==> config.mk <==
export PLATFORM = sky130hd
export DESIGN_NAME = approx_err_monitor
export DESIGN_NICKNAME = d
export VERILOG_FILES = /design/src/rtl/approx_mon_pkg.sv /design/src/rtl/approx_err_calc.sv /design/src/rtl/approx_err_monitor.sv
export SDC_FILE = /design/constraint.sdc
export NUM_CORES = 1
export LEC_CHECK = 0
export CAP_MARGIN = 20
export CORE_AREA = 5 5 180 182
export DETAILED_ROUTE_END_ITERATION = 12
export DIE_AREA = 0 0 185 187
export GPL_TIMING_DRIVEN = 1
export PLACE_DENSITY_LB_ADDON = 0.3
export SYNTH_ARGS = -nofsm -noshare
export SYNTH_HDL_FRONTEND = slang
export SYNTH_SLANG_ARGS = --single-unit
==> constraint.sdc <==
create_clock -name clk -period 6.4 [get_ports clk]
set_input_delay 0.96 -clock clk [delete_from_list [all_inputs] [get_ports clk]]
set_output_delay 0.96 -clock clk [all_outputs]
set_load 0.01 [all_outputs]
==> src/rtl/approx_mon_pkg.sv <==
// Shared types and constants for the approximate-adder error monitor.
// Campaign FSM states, drain length and a counter width check.
package approx_mon_pkg;

  typedef enum logic [1:0] {
    IDLE,
    RUN,
    DRAIN,
    DONE
  } state_t;

  localparam int DRAIN_CYC = 2;

  function automatic bit cnt_w_fits(
    input int     cnt_w,
    input longint n
  );
    return (n >= 1) && (cnt_w < 63) &&
           (n < (longint'(1) << cnt_w));
  endfunction

endpackage

==> src/rtl/approx_err_calc.sv <==
// First pipeline stage: exact sum, absolute error against the
// approximate sum, mismatch flag and stage-valid register.
module approx_err_calc #(
  parameter int W = 8
) (
  input  logic         clk,
  input  logic         rst_n,
  input  logic         acc,
  input  logic [W-1:0] in_a,
  input  logic [W-1:0] in_b,
  input  logic [W:0]   in_approx,
  output logic [W:0]   abs_err,
  output logic         mism,
  output logic         v1
);

  logic [W:0] exact;
  logic [W:0] abs_nxt;

  // Ordering the operands keeps the difference non-negative in W+1 bits.
  always_comb begin
    exact = {1'b0, in_a} + {1'b0, in_b};
    if (exact >= in_approx) abs_nxt = exact - in_approx;
    else                    abs_nxt = in_approx - exact;
  end

  always_ff @(posedge clk or negedge rst_n) begin
    if (!rst_n) begin
      abs_err <= '0;
      mism    <= 1'b0;
      v1      <= 1'b0;
    end else begin
      v1 <= acc;
      if (acc) begin
        abs_err <= abs_nxt;
        mism    <= (abs_nxt != '0);
      end
    end
  end

endmodule

==> src/rtl/approx_err_monitor.sv <==
// Error-statistics monitor for an approximate adder: campaign FSM,
// sample counter and saturating second-stage accumulators.
module approx_err_monitor
  import approx_mon_pkg::*;
#(
  parameter int W         = 8,
  parameter int N_SAMPLES = 65536,
  parameter int CNT_W     = 17,
  parameter int ACC_W     = 40
) (
  input  logic             clk,
  input  logic             rst_n,
  input  logic             start,
  input  logic             in_valid,
  output logic             in_ready,
  input  logic [W-1:0]     in_a,
  input  logic [W-1:0]     in_b,
  input  logic [W:0]       in_approx,
  output logic             busy,
  output logic             done,
  output logic [ACC_W-1:0] sum_abs,
  output logic [ACC_W-1:0] sum_sq,
  output logic [W:0]       wce,
  output logic [CNT_W-1:0] err_cnt,
  output logic [CNT_W-1:0] smp_cnt
);

  localparam int SQ_W = 2 * W + 2;
  localparam int AW   = ((ACC_W > SQ_W) ? ACC_W : SQ_W) + 1;

  localparam logic [CNT_W-1:0] N_C  = CNT_W'(N_SAMPLES);
  localparam logic [CNT_W-1:0] N_M1 = CNT_W'(N_SAMPLES - 1);
  localparam logic [AW-1:0]    AMAX = AW'({ACC_W{1'b1}});

  if (!cnt_w_fits(CNT_W, longint'(N_SAMPLES))) begin : g_bad_cnt_w
    $error("CNT_W cannot hold N_SAMPLES");
  end

  state_t     state, state_nxt;
  logic [1:0] drain_cnt;
  logic       drain_last;
  logic       accept;
  logic       last_acc;
  logic       clr;

  logic [W:0]      abs_err;
  logic            mism;
  logic            v1;
  logic [SQ_W-1:0] sq;
  logic [AW-1:0]   abs_sum;
  logic [AW-1:0]   sq_sum;
  logic [ACC_W-1:0] abs_nxt;
  logic [ACC_W-1:0] sq_nxt;

  assign in_ready   = (state == RUN) && (smp_cnt < N_C);
  assign busy       = (state == RUN) || (state == DRAIN);
  assign done       = (state == DONE);
  assign accept     = in_valid && in_ready;
  assign last_acc   = accept && (smp_cnt == N_M1);
  assign drain_last = (drain_cnt == 2'(DRAIN_CYC - 1));
  assign clr        = start && ((state == IDLE) || (state == DONE));

  always_comb begin
    state_nxt = state;
    unique case (state)
      IDLE, DONE: if (start) state_nxt = RUN;
      RUN:        if (last_acc) state_nxt = DRAIN;
      DRAIN:      if (drain_last) state_nxt = DONE;
      default:    state_nxt = IDLE;
    endcase
  end

  always_ff @(posedge clk or negedge rst_n) begin
    if (!rst_n) begin
      state     <= IDLE;
      drain_cnt <= '0;
    end else begin
      state     <= state_nxt;
      drain_cnt <= (state == DRAIN) ? drain_cnt + 2'd1 : 2'd0;
    end
  end

  approx_err_calc #(
    .W(W)
  ) u_calc (
    .clk      (clk),
    .rst_n    (rst_n),
    .acc      (accept),
    .in_a     (in_a),
    .in_b     (in_b),
    .in_approx(in_approx),
    .abs_err  (abs_err),
    .mism     (mism),
    .v1       (v1)
  );

  // Sums are formed one bit wider than either operand so overflow is visible.
  always_comb begin
    sq = {{(W + 1){1'b0}}, abs_err} * {{(W + 1){1'b0}}, abs_err};
    abs_sum = AW'(sum_abs) + AW'(abs_err);
    sq_sum  = AW'(sum_sq) + AW'(sq);
    abs_nxt = (abs_sum > AMAX) ? AMAX[ACC_W-1:0] : abs_sum[ACC_W-1:0];
    sq_nxt  = (sq_sum > AMAX) ? AMAX[ACC_W-1:0] : sq_sum[ACC_W-1:0];
  end

  always_ff @(posedge clk or negedge rst_n) begin
    if (!rst_n) begin
      sum_abs <= '0;
      sum_sq  <= '0;
      wce     <= '0;
      err_cnt <= '0;
      smp_cnt <= '0;
    end else if (clr) begin
      sum_abs <= '0;
      sum_sq  <= '0;
      wce     <= '0;
      err_cnt <= '0;
      smp_cnt <= '0;
    end else begin
      if (accept) smp_cnt <= smp_cnt + 1'b1;
      if (v1) begin
        sum_abs <= abs_nxt;
        sum_sq  <= sq_nxt;
        if (abs_err > wce) wce <= abs_err;
        err_cnt <= err_cnt + CNT_W'(mism);
      end
    end
  end

endmodule
==> flow_summary.rst <==
.. list-table::
   :header-rows: 1

   * - Metric
     - Value
   * - Run status
     - completed
   * - Final critical-path setup slack
     - 453 ps
   * - First-pass GRT wire length
     - 48.8 mm
   * - Number of antenna violations at the first check in global routing
     - 0
   * - Worst endpoint data arrival time
     - 6270 ps
   * - Count of antenna-violating nets left after detailed routing
     - 0
   * - Fraction of layout cells with a size suffix above 1
     - 5.35%
   * - Root buffer cell
     - sky130_fd_sc_hd__clkbuf_16
   * - Worst-Skew Late Latency
     - 430 ps
   * - Reg clk slew, reported paths
     - 70 ps
   * - Worst hold slack
     - 432 ps
   * - Number of buffers created by CTS
     - 17
   * - Flip-flop and latch count after synthesis
     - 138
   * - Vias/cell
     - 5.28
   * - CTS tree
     - done
   * - Worst-case clock buffer depth
     - 2
   * - Most frequent standard cell in the layout excluding fill and tap cells
     - sky130_fd_sc_hd__inv_1
   * - Number of levels in the clock H-tree
     - 4
   * - CP max stage cell
     - sky130_fd_sc_hd__dfrtp_1
   * - Final Max Tran Viols
     - 0
   * - Number of primary I/O pins
     - 155
   * - Input/output buffers
     - 154
   * - Post-route design area
     - 13,600 sq um
   * - Initial standard-cell utilization of the core
     - 36.5%
   * - Total wirelength of the detailed-routed design
     - 29.3 mm
   * - Final estimated routing congestion in global placement
     - 0.851
   * - Count of buffering cells on the critical path with inverters included
     - 5
   * - Critical Path Sink Type
     - register
   * - Height of the die
     - 187 microns
   * - Sequential-to-total area share from yosys stat
     - 31.1%
   * - Area of the placeable core
     - 30,400 sq um
   * - Crit-path cells
     - nand2_1 > fa_1 > inv_1 > fa_1 > inv_1 > fa_1 > inv_1 > fa_1 > inv_1 > fa_1 > inv_1 > ha_1 > a21o_1 > a21o_1 > a221oi_1 > o21ai_0 > a211o_1 > a21oi_1 > xor2_1 > a221oi_1
   * - Number of hold violations in the final report
     - 0
   * - Combined flip-flop and latch cell area
     - 3450 sq um
   * - Final Cycle Share
     - 92.9%
   * - Setup repair after global routing missed its margin
     - false
   * - Post-synthesis instance area
     - 11,100 sq um
   * - Most used cells in the layout excluding fill and tap cells
     - sky130_fd_sc_hd__inv_1 (155), sky130_fd_sc_hd__clkdlybuf4s50_1 (153), sky130_fd_sc_hd__dfrtp_1 (137), sky130_fd_sc_hd__ha_1 (94), sky130_fd_sc_hd__nor2_1 (93)
   * - F_max
     - 168 MHz
   * - Overflow left after global routing
     - 0
   * - Placement row count
     - 64
   * - Sum of negative setup slack
     - 0 ps
   * - Via count of the first global-routing pass
     - 9,336
   * - Post-synth EDFFs
     - 0
   * - Total cell area at the placement stage
     - 13,000 sq um
   * - DIE WIDTH
     - 185 microns
   * - Post-synthesis to final-layout area growth
     - 22.4%
   * - Library cells used by synthesis
     - 75
   * - Worst min-delay path class
     - register to register
   * - Kind of cell adding the most delay to the critical path
     - adder cells
   * - Shortest period the worst path allows
     - 5950 ps
   * - Routed vias
     - 9,490
   * - Worst setup path category
     - register to register
   * - Final HPWL DP
     - 22.2 mm
   * - Detailed-route DRC error count
     - 0
   * - Sinks on the clock net
     - 138
   * - Hold buffer count at CTS
     - 0
   * - Warnings from Yosys
     - 0
   * - Syn Inst Count
     - 1,256
   * - Area occupied by multi-input gates
     - 6870 sq um
   * - Number of setup violations in the final report
     - 0
   * - Maximum number of pins on one net before global-route repair
     - 98
   * - Maximum capacitance violations
     - 0
   * - Average detailed-routed wire length per instance
     - 16.3 microns
   * - Slew margin rel.
     - 33.7%
   * - Dominant register cell in the synthesized netlist
     - sky130_fd_sc_hd__dfrtp_1
   * - Router iterations before antenna repair
     - 5
   * - Worst setup slack after placement
     - 459 ps
   * - Avg Synthesized Cell Area
     - 8.85 sq um
   * - Synth Net Count
     - 1,428
   * - Worst endpoint required time
     - 6720 ps
   * - Post-layout net count
     - 1,562
   * - Proportion of synthesized flip-flops having asynchronous set or reset
     - 100%
   * - Starting DRT DRC Count
     - 602
   * - Worst-case clock skew
     - 14.0 ps
   * - Largest incremental delay on the critical path
     - 650 ps
   * - Startpoint type of the worst setup path
     - register
   * - Tot GR Track Use
     - 17.0%
   * - Area enclosed by the die boundary
     - 34,600 sq um
   * - Fill cell total of the finished layout
     - 3,003
   * - Count of buffers added by post-CTS timing repair for setup
     - 0
   * - Transition time at the pin with the least slew margin
     - 992 ps
   * - Highest fanout seen on the critical path
     - 14
   * - Antenna Cells
     - 0
-- final timing paths --
| path | startpoint | to | slack (ps) | cells past startpoint |
|---|---|---|---|---|
| setup / recovery | u_calc.abs_err[7] | sum_sq[16] | 450 | 20 |
| hold / removal | drain_cnt[0] | drain_cnt[0] | 430 | 1 |
| setup reg to reg | u_calc.abs_err[7] | sum_sq[16] | 450 | 20 |
| hold reg to reg | drain_cnt[0] | drain_cnt[0] | 430 | 1 |
| max in group asynchronous | rst_n | wce[7] | 4630 | 2 |
| min in group asynchronous | rst_n | sum_sq[36] | 630 | 1 |
-- metal layers --
layer / GRT usage [%] / part of all wire (%) / up-vias
li1: - / - / 4658
met1: 23.7 / 48 / 4574
met2: 27.0 / 46 / 220
met3: 3.38 / 4.9 / 38
met4: 4.55 / 1.8 / 0
met5: 0 / 0 / -
-- cell families (layout without fill, tap and decap cells) --
group,count (synthesis),after routing,synth area share (%)
and+or+nand+nor,378,378,17.9
DFF,138,138,31.1
adders and majority gates,143,143,19.4
xor gates and xnor gates,66,66,5.20
muxes,12,12,1.14
AOI/OAI and AO/OA,314,314,18.0
buffers and inverters,205,351,7.26
-- what timing repair did --
item | CTS | global route
gates resized for setup | 0 | 1
hold endpoints to repair | 0 | 0
setup endpoints to repair | 0 | 2
-- area by class of cell --
class,count,share of cell area (%)
clock buffers,18,3.15
clock inverters,13,1.15
inverters,155,4.28
multi-input cells,913,50.5
flip-flops and latches,138,25.4
well taps,396,3.64
repair buffers,165,11.9
-- synthesized netlist by cell type, drive strengths merged (13+ instances only) --
cell type	count	area share, %
and3	24	1.4
a21o	23	1.6
a31oi	36	2.0
nand4	16	1.0
ha	94	11
clkbuf	39	1.3
a311oi	13	1.0
xnor2	37	2.9
o21ai	84	3.8
a21oi	77	3.5
fa	49	8.8
nand2	75	2.6
and4	17	1.4
nand3	49	2.3
nor2	94	3.2
nor3	28	1.6
and2	27	1.6
xor2	29	2.3
dfrtp	138	31
inv	155	5.2
-- metrics by stage --
| step | util, % | cells |
|---|---|---|
| global route | 44.7 | 1798 |
| detailed placement | 42.8 | 1767 |
| finish | 44.7 | 1798 |
| floorplan | - | 1256 |
| global placement | 42.8 | 1767 |
| CTS | 44.7 | 1798 |
-- flip-flops by register name, summed over array words and instances, names as in the netlist, 2 cells and up --
register	flops
drain_cnt	2
err_cnt	17
smp_cnt	17
state	2
sum_abs	40
sum_sq	40
u_calc.abs_err	9
wce	9
Power is not shown: default switching activity piles up to over one toggle a cycle in this logic, so the estimate is an artifact.
